--- config.mk ---
export PLATFORM = sky130hd
export DESIGN_NAME = receive
export DESIGN_NICKNAME = d
export VERILOG_FILES = /design/src/rtl/receive.sv
export SDC_FILE = /design/constraint.sdc
export NUM_CORES = 1
export LEC_CHECK = 0
export CAP_MARGIN = 40
export CORE_ASPECT_RATIO = 0.9
export CORE_MARGIN = 2
export CORE_UTILIZATION = 60
export DETAILED_ROUTE_END_ITERATION = 10
export PLACE_DENSITY = 0.83
export SLEW_MARGIN = 20
export SYNTH_ARGS = -nofsm -noshare
export SYNTH_HDL_FRONTEND = slang
export SYNTH_SLANG_ARGS = --single-unit
export TNS_END_PERCENT = 20
--- constraint.sdc ---
create_clock -name clk -period 4.3 [get_ports clk]
set_input_delay 0.86 -clock clk [delete_from_list [all_inputs] [get_ports clk]]
set_output_delay 0.86 -clock clk [all_outputs]
set_load 0.02 [all_outputs]
--- src/rtl/receive.sv ---
// Serial byte receiver: low start bit, 8 data bits LSB first, one-cycle word_valid strobe.
// Optional RX_STOP_CHECK_EN adds a checked high stop bit with a framing_error pulse.
module receive #(
  parameter int CLKS_PER_BIT = 1
) (
  input  logic       clk,
  input  logic       rst,
  input  logic       connection_status,
  input  logic       rxd,
  output logic [7:0] word,
  output logic       word_valid,
  output logic       receive_busy,
  output logic       framing_error
);
  localparam int         HALF      = (CLKS_PER_BIT - 1) / 2;
  localparam logic [7:0] RELOAD    = 8'(CLKS_PER_BIT - 1);
  localparam logic [7:0] HALF_M1   = (HALF > 0) ? 8'(HALF - 1) : 8'd0;

`ifdef RX_STOP_CHECK_EN
  typedef enum logic [2:0] {IDLE, START, DATA, DONE, STOP, WAIT_HIGH} state_t;
`else
  typedef enum logic [1:0] {IDLE, START, DATA, DONE} state_t;
`endif

  state_t     r_state;
  logic [1:0] r_sync;
  logic [7:0] r_timer;
  logic [2:0] r_bit_idx;
  logic [7:0] r_shift;
  logic [7:0] r_word;
  logic       r_word_valid;
  logic       w_s;

  assign w_s = r_sync[1];

`ifdef RX_STOP_CHECK_EN
  logic r_framing_error;
  assign framing_error = r_framing_error;
`else
  assign framing_error = 1'b0;
`endif

  always_ff @(posedge clk) begin
    if (!rst) begin
      r_sync       <= 2'b11;
      r_state      <= IDLE;
      r_timer      <= 8'd0;
      r_bit_idx    <= 3'd0;
      r_shift      <= 8'd0;
      r_word       <= 8'd0;
      r_word_valid <= 1'b0;
`ifdef RX_STOP_CHECK_EN
      r_framing_error <= 1'b0;
`endif
    end else begin
      r_sync       <= {r_sync[0], rxd};
      r_word_valid <= 1'b0;
`ifdef RX_STOP_CHECK_EN
      r_framing_error <= 1'b0;
`endif
      if (!connection_status) begin
        r_state <= IDLE;
      end else begin
        case (r_state)
          IDLE: begin
            if (!w_s) begin
              r_bit_idx <= 3'd0;
              // Mid-start already reached at t0 for very short bit periods.
              if (HALF == 0) begin
                r_state <= DATA;
                r_timer <= RELOAD;
              end else begin
                r_state <= START;
                r_timer <= HALF_M1;
              end
            end
          end
          START: begin
            if (r_timer != 8'd0) begin
              r_timer <= r_timer - 8'd1;
            end else if (w_s) begin
              r_state <= IDLE;
            end else begin
              r_state <= DATA;
              r_timer <= RELOAD;
            end
          end
          DATA: begin
            if (r_timer != 8'd0) begin
              r_timer <= r_timer - 8'd1;
            end else begin
              r_shift   <= {w_s, r_shift[7:1]};
              r_timer   <= RELOAD;
              r_bit_idx <= r_bit_idx + 3'd1;
              if (r_bit_idx == 3'd7) begin
`ifdef RX_STOP_CHECK_EN
                r_state <= STOP;
`else
                r_state <= DONE;
`endif
              end
            end
          end
`ifdef RX_STOP_CHECK_EN
          STOP: begin
            if (r_timer != 8'd0) begin
              r_timer <= r_timer - 8'd1;
            end else if (w_s) begin
              r_state <= DONE;
            end else begin
              r_framing_error <= 1'b1;
              r_state         <= WAIT_HIGH;
            end
          end
          // A stuck-low line must return high before a new start is accepted.
          WAIT_HIGH: begin
            if (w_s) r_state <= IDLE;
          end
`endif
          DONE: begin
            r_word       <= r_shift;
            r_word_valid <= 1'b1;
            r_state      <= IDLE;
          end
          default: r_state <= IDLE;
        endcase
      end
    end
  end

  assign word         = r_word;
  assign word_valid   = r_word_valid;
  assign receive_busy = (r_state != IDLE);
endmodule

==> out/qor.csv, run 1 <==
metric,value,unit
outcome,completed,
die_area,2970,µm²
antenna_found_initial,0,
die_h,51.9,µm
synthArstFlopShare,0,%
root_buffer,clkbuf_4,
place_congestion,0.863,
post-route-drc-count,0,
cts_setup_buffers,0,
fin_crit_sh,62.3,%
final_common_cell,dfxtp_1,
critical_path_arrival,1.82,ns
grt_pass1_wl,5350,µm
syn_area_per_cell,8.70,µm²
cp_max_fo,6,
grt_usage,24.1,%
clk_latency,0.34,ns
diodes,0,
yosys_register_bits,32,
core-area,2450,µm²
grt_util_met1,26.4,%
startpoint_type,flip-flop,
clock-sinks,32,
cap_viol_max_count,0,
min_from,r_sync[0]$_SDFF_PN1_,
rows,17,
worstMarginPinSlew,0.756,ns
setup_viol,0,
viasPerCell,5.84,
p_leak,0.610,nW
cts_resized,0,
grt_pass1_vias,1234,
r2r_start,r_timer[0]$_SDFFE_PN0P_,
grt_max_degree,28,
place_hpwl,2240,µm
syn_area,1530,µm²
io_pins,15,
grt_overflow,0,
finalSetupTns,0,ns
place_inst,209,
critical_path_class,reg2out,
powerDensity,289,nW/µm²
nNetsFinal,200,
period_needed,2.68,ns
syn_to_final_growth,11.1,%
drtIter0Drc,78,
max_freq,373,MHz
syn_nets,188,
cts_hold_buf,0,
ant_nets,0,
synth-warning-count,0,
port_buffers,13,
synth.distinct_cells,32,
ys_seq_area_share,41.8,%
stdcell_count,216,
cts_tree,yes,
grt_setup_unrepaired,false,
critPathLaunch,r_state[0]$_SDFFE_PN0P_,
cts_buffers,5,
hp-class,reg2reg,
slew_violations,0,
clk_pin_slew,0.09,ns
ir_drop,0.294,mV
synthFlopType,dfxtp_1,
met2_usage,42.3,%
clockBufferDepth,2,
netlist_instances,176,
fin_skew,0.00737,ns
final_cell_mix,"32 x dfxtp_1, 20 x nand2_1, 15 x nand3_1",
wl_per_cell,14.5,µm
worstPathRequired,3.44,ns
met3_usage,5.97,%
wl,3140,µm
top_usage_layer,met2,
slew_headroom,49.4,%
drtPass1Iterations,5,
die_x,57.3,µm
initial_utilization,62.6,%
htreeDepth,2,
drive_gt1_share,4.79,%
dr_total_vias,1261,
finalHoldViolCount,0,
synth_edf_count,0,
worstSetupEndpointType,primary output,
fill_cells,204,
==> worst max-delay path: stages, from the launching register on <==
cell and delay, ns:
dfxtp_1 0.42, inv_1 0.12, ha_1 0.28, inv_1 0.07
clkdlybuf4s50_1 0.59
==> synth_stat cells, drive strengths merged, types with 2 or more instances <==
cell type / instances / area share, %
buf: 2 / 1.2
o21ai: 6 / 2.0
inv: 8 / 2.0
or4: 3 / 1.5
nor2b: 11 / 4.5
a21oi: 10 / 3.3
nand2b: 4 / 1.6
nand3: 15 / 4.9
ha: 8 / 6.5
a21boi: 8 / 3.9
clkbuf: 6 / 1.5
nand2: 20 / 4.9
mux2i: 11 / 7.2
nor3: 5 / 2.4
dfxtp: 32 / 42
o22ai: 5 / 2.0
nor2: 9 / 2.2
==> registers in the layout, summed over array words and instances, names as in the netlist <==
register / cells
r_state: 2
r_shift: 8
r_bit_idx: 3
r_timer: 8
r_sync: 2
word: 8
word_valid: 1
==> logic make-up (layout without fill, tap and decap cells) <==
group	count (synthesis)	count (layout)	share of synthesized area (%)
compound gates	33	33	13.7
fa+ha+maj	8	8	6.54
buf+inv	16	28	4.66
flops	32	32	41.8
mux	11	11	7.19
other cells	1	1	0.245
simple gates	75	75	25.8
==> power by group <==
group	switching [mW]	internal, mW	leakage (nW)	total [mW]
Combinational	0.0191	0.0131	0.324	0.0322
Clock	0.0998	0.0601	0.0281	0.160
Sequential	0.00193	0.298	0.258	0.300
Total	0.121	0.371	0.610	0.492
==> per-stage QoR <==
| stage | hold slack (ns) | power, mW | area (µm²) | util [%] | setup WS, ns |
|---|---|---|---|---|---|
| finish | 0.433 | 0.492 | 1700 | 69.6 | 1.62 |
| global route | 0.454 | 0.506 | 1700 | 69.6 | 1.50 |
| CTS | 0.427 | 0.493 | 1700 | 69.6 | 1.63 |
| detailed placement | 0.405 | 0.338 | 1660 | 67.7 | 1.61 |
| global placement | 0.390 | 0.337 | 1660 | 67.7 | 1.69 |
| floorplan | 0.386 | 0.330 | 1530 | - | 2.36 |
==> area by class of cell <==
class	count	area [µm²]	share of cell area, %
Tap cell	28	35.0	2.06
Clock buffer	6	41.3	2.43
Multi-Input combinational cell	128	820	48.2
Timing Repair Buffer	13	130	7.65
Inverter	8	30.0	1.76
Sequential cell	32	641	37.6
Clock inverter	1	5.00	0.294
==> path summary, 6_finish.rpt <==
| path | end | slack [ns] | cells past startpoint |
|---|---|---|---|
| worst max-delay path | receive_busy | 1.62 | 4 |
| worst min-delay path | r_sync[1]$_SDFF_PN1_ | 0.43 | 1 |
| worst max register to register | r_shift[4]$_SDFFE_PN0P_ | 2.23 | 6 |
| worst min register to register | r_sync[1]$_SDFF_PN1_ | 0.43 | 1 |
==> per-layer routing <==
| layer | up-vias | routed length [µm] |
|---|---|---|
| met3 | 12 | 144 |
| met2 | 28 | 1580 |
| met4 | 0 | 88 |
| li1 | 635 | - |
| met1 | 586 | 1320 |
| met5 | - | 0 |
(Power assumes the default switching activity.)
==> run 2: changes to the inputs <==
CORE_UTILIZATION = 55   (was 60)
PLACE_DENSITY = 0.77   (was 0.83)
clock period = 2.5 ns   (was 4.3 ns; I/O delays follow)
==> run 2 against run 1 <==
Effect of this change: power is 110% higher; hold slack worse by 0.010 ns; wire length rose by 2.9%; combinational power grew 81%; sequential share of layout area is 1.7 points lower; final cell count increased by 3.2%; setup slack worse by 1.4 ns; first-iteration DRC count down 14%; largest cell class unchanged; largest power group unchanged.
==> out/qor.csv, run 2 (synthesis results as in run 1) <==
metric,value,unit
cts_resized,0,
clockBufferDepth,2,
reg2reg_setup_slack,0.41,ns
cts_tree,yes,
cts_hold_buf,0,
finalHoldViolCount,0,
critical_path_class,reg2out,
rows,18,
root_buffer,clkbuf_4,
worstPathRequired,2.00,ns
path_common_cell,inv_1,
period_needed,2.30,ns
wl_per_cell,14.5,µm
antenna_found_initial,0,
fin_skew,0.00898,ns
min_to,r_sync[1]$_SDFF_PN1_,
drtPass1Iterations,5,
crit_chain,"inv_1, ha_1, inv_1, clkdlybuf4s50_1",
grt_pass1_vias,1185,
startpoint_type,flip-flop,
viasPerCell,5.82,
p_total,1.02,mW
stdcell_count,223,
clk_pin_slew,0.10,ns
die_h,54.1,µm
grt_overflow,0,
grt_pass1_wl,5340,µm
postLayoutCoreUtil,66.0,%
r2r_start,r_timer[1]$_SDFFE_PN0P_,
min_path_cells,1,
cts_buffers,5,
nNetsFinal,204,
max_stage_delay,0.59,ns
clock-sinks,32,
die_area,3220,µm²
min_from,r_sync[0]$_SDFF_PN1_,
clk_latency,0.33,ns
initial_utilization,56.7,%
drive_gt1_share,7.77,%
cp_top_family,buffers and inverters,
die_x,59.6,µm
outcome,completed,
cts_setup_buffers,0,
wl,3230,µm
powerDensity,572,nW/µm²
hp-class,reg2reg,
grt_usage,23.6,%
port_buffers,13,
core-area,2700,µm²
final_common_cell,dfxtp_1,
critical_path_arrival,1.80,ns
syn_to_final_growth,16.4,%
finalSetupTns,0,ns
place_hpwl,2330,µm
max_freq,435,MHz
ant_nets,0,
grt_max_degree,22,
crit_slowest_cell,clkdlybuf4s50_1,
diodes,0,
slew_violations,0,
htreeDepth,2,
cap_viol_max_count,0,
drtIter0Drc,67,
cp_max_fo,6,
fin_crit_sh,91.9,%
dr_total_vias,1297,
io_pins,15,
reg2regPathDepth,6,
ir_drop,0.436,mV
r2r-end,r_shift[3]$_SDFFE_PN0P_,
final_cell_mix,"32 x dfxtp_1, 20 x nand2_1, 15 x nand3_1",
place_inst,215,
worstSetupEndpointType,primary output,
place_congestion,0.846,
post-route-drc-count,0,
grt_setup_unrepaired,false,
setup_viol,0,
p_leak,0.651,nW
critical_path_depth,4,
path_buf_inv,3,
-- run 2: cell count changes in the layout (fill, tap and decap cells not counted), sizes merged --
cell    change
buf         +4
bufinv      +1
clkbuf      +1
clkinv      -1
-- run 2: stage by stage --
stage / hold WS [ns] / setup slack (ns) / instance area, µm²
after floorplan: 0.386 / 0.562 / 1530
after global placement: 0.390 / 0.507 / 1690
after detailed placement: 0.401 / 0.461 / 1690
final: 0.423 / 0.203 / 1780
after global routing: 0.441 / 0.0254 / 1780
after CTS: 0.428 / 0.179 / 1780
-- run 2: worst max path at each step --
stage,from,to
floorplan,r_timer[0]$_SDFFE_PN0P_,r_shift[0]$_SDFFE_PN0P_
global placement,connection_status,r_shift[3]$_SDFFE_PN0P_
detailed placement,connection_status,r_shift[3]$_SDFFE_PN0P_
CTS,r_state[0]$_SDFFE_PN0P_,receive_busy
global route,r_state[0]$_SDFFE_PN0P_,receive_busy
finish,r_state[0]$_SDFFE_PN0P_,receive_busy
-- run 2: routing by layer --
layer	share of wire, %	up-vias	track usage, %
met4	2.3	0	13.3
met5	0	-	0
met2	51	38	40.1
met3	5.2	8	8.65
met1	42	606	25.4
li1	-	645	-
-- run 2: worst reg2reg max path: stages, from the launching register on --
cell and delay (ns):
dfxtp_1 0.34, inv_1 0.09, ha_1 0.20, or3b_2 0.54
nor3_4 0.46, mux2i_1 0.28, nor2b_1 0.07
-- run 2: area by class of cell --
class,count,area (µm²)
fillers,234,920
multi-input cells,128,820
flip-flops and latches,32,641
repair buffers,17,160
clock buffers,7,65.1
well taps,30,37.5
clock inverters,1,30.0
inverters,8,30.0
-- run 2: where the power goes --
part | internal [mW] | switching [mW]
Clock | 0.265 | 0.181
Sequential | 0.512 | 0.00306
Combinational | 0.0242 | 0.0340
Total | 0.802 | 0.218
==> run 3: changes to the inputs <==
CELL_PAD_IN_SITES_DETAIL_PLACEMENT = 0   (was unset)
CELL_PAD_IN_SITES_GLOBAL_PLACEMENT = 1   (was unset)
CORE_UTILIZATION = 42   (was 55)
PLACE_DENSITY = unset   (was 0.77)
PLACE_DENSITY_LB_ADDON = 0.1   (was unset)
==> run 3 against run 2 <==
Effect of this change: wire length is 7.1% lower; largest power group unchanged; critical endpoint unchanged; power is 3.6% lower; clock power is 8.3% lower.
==> out/qor.csv, run 3 (synthesis results as in run 1) <==
metric,value,unit
place_hpwl,2280,µm
fill_cells,311,
path_common_cell,inv_1,
grt_pass1_wl,5040,µm
min_path_cells,1,
diodes,0,
io_pins,15,
htreeDepth,2,
grt_pass1_vias,1082,
dr_total_vias,1235,
ir_drop,0.401,mV
grt_overflow,0,
die_x,67.7,µm
max_freq,445,MHz
drtPass1Iterations,4,
slew_headroom,59.0,%
cts_resized,0,
reg2reg_setup_slack,0.46,ns
clock-sinks,32,
crit_chain,"inv_1, ha_1, inv_1, clkdlybuf4s50_1",
outcome,completed,
root_buffer,clkbuf_8,
min_to,r_sync[1]$_SDFF_PN1_,
rows,20,
antenna_found_initial,0,
cap_viol_max_count,0,
worstPathRequired,2.00,ns
cts_setup_buffers,0,
core-area,3430,µm²
wl,3000,µm
finalSetupTns,0,ns
ant_nets,0,
powerDensity,551,nW/µm²
port_buffers,13,
period_needed,2.25,ns
startpoint_type,flip-flop,
setup_viol,0,
slew_violations,0,
place_congestion,0.792,
die_area,4150,µm²
worstSetupEndpointType,primary output,
max_stage_delay,0.60,ns
grt_setup_unrepaired,false,
syn_to_final_growth,16.4,%
r2r_start,r_timer[0]$_SDFFE_PN0P_,
clk_pin_slew,0.07,ns
cp_max_fo,6,
p_leak,0.642,nW
die_h,61.3,µm
grt_max_degree,23,
clockBufferDepth,2,
viasPerCell,5.26,
finalHoldViolCount,0,
place_area,1690,µm²
critPathLaunch,r_state[0]$_SDFFE_PN0P_,
stdcell_count,235,
hp-class,reg2reg,
holdWs,0.407,ns
fin_skew,0.00777,ns
drive_gt1_share,6.81,%
r2r-end,r_shift[4]$_SDFFE_PN0P_,
final_common_cell,dfxtp_1,
critical_path_class,reg2out,
fin_crit_sh,89.8,%
initial_utilization,44.7,%
reg2regPathDepth,6,
path_buf_inv,3,
cp_top_family,buffers and inverters,
place_inst,227,
cts_hold_buf,0,
min_from,r_sync[0]$_SDFF_PN1_,
crit_slowest_cell,clkdlybuf4s50_1,
grt_usage,16.5,%
post-route-drc-count,0,
wl_per_cell,12.8,µm
final_cell_mix,"32 x dfxtp_1, 20 x nand2_1, 15 x nand3_1",
critical_path_arrival,1.75,ns
clk_latency,0.28,ns
final_cell_area,1780,µm²
drtIter0Drc,44,
cts_buffers,5,
worstMarginPinSlew,0.609,ns
cts_tree,yes,
nNetsFinal,202,
## run 3: cell count changes in the layout (fill, tap and decap cells not counted), sizes merged
cell	change
buf	-2
clkinv	+2
bufinv	-1
clkbuf	-1
## run 3: per-layer routing
metal / global-route usage, % / wire length (µm) / vias up
li1: - / - / 641
met1: 23.0 / 1550 / 560
met2: 23.7 / 1270 / 27
met3: 4.94 / 131 / 7
met4: 7.00 / 44 / 0
met5: 0 / 0 / -
## run 3: per-stage QoR
| step | power, mW | worst slack, ns | util, % |
|---|---|---|---|
| 2_1_floorplan | 0.568 | 0.562 | - |
| 3_3_place_gp | 0.584 | 0.457 | 49.3 |
| 3_5_place_dp | 0.585 | 0.418 | 49.3 |
| 4_1_cts | 0.997 | 0.232 | 52.0 |
| 5_1_grt | 1.03 | 0.142 | 52.0 |
| 6_report | 0.983 | 0.254 | 52.0 |
## run 3: where the power goes
group | switching (mW) | total (mW) | internal (mW)
Sequential | 0.00283 | 0.515 | 0.513
Clock | 0.190 | 0.409 | 0.219
Combinational | 0.0340 | 0.0583 | 0.0243
## run 3: layout make-up
| class | instances | area, µm² | share of cell area (%) |
|---|---|---|---|
| multi-input cells | 128 | 820 | 46.0 |
| flip-flops and latches | 32 | 641 | 35.9 |
| repair buffers | 15 | 145 | 8.14 |
| clock buffers | 6 | 82.6 | 4.63 |
| well taps | 44 | 55.1 | 3.09 |
| inverters | 8 | 30.0 | 1.68 |
| clock inverters | 2 | 10.0 | 0.561 |
## run 3: worst register-to-register path, stage by stage, from the launching register on
cell and delay [ns]:
dfxtp_1 0.31, inv_1 0.10, ha_1 0.20, or3b_2 0.54, nor3_4 0.47, mux2i_1 0.25
nor2b_1 0.06
## run 3: how the worst max path moves through the flow
stage / end / slack, ns / cells past startpoint
finish: receive_busy / 0.25 / 4
CTS: receive_busy / 0.23 / 4
global route: receive_busy / 0.14 / 4
global placement: r_timer[2]$_SDFFE_PN0P_ / 0.46 / 6
floorplan: r_shift[0]$_SDFFE_PN0P_ / 0.56 / 7
detailed placement: r_timer[5]$_SDFFE_PN0P_ / 0.42 / 6
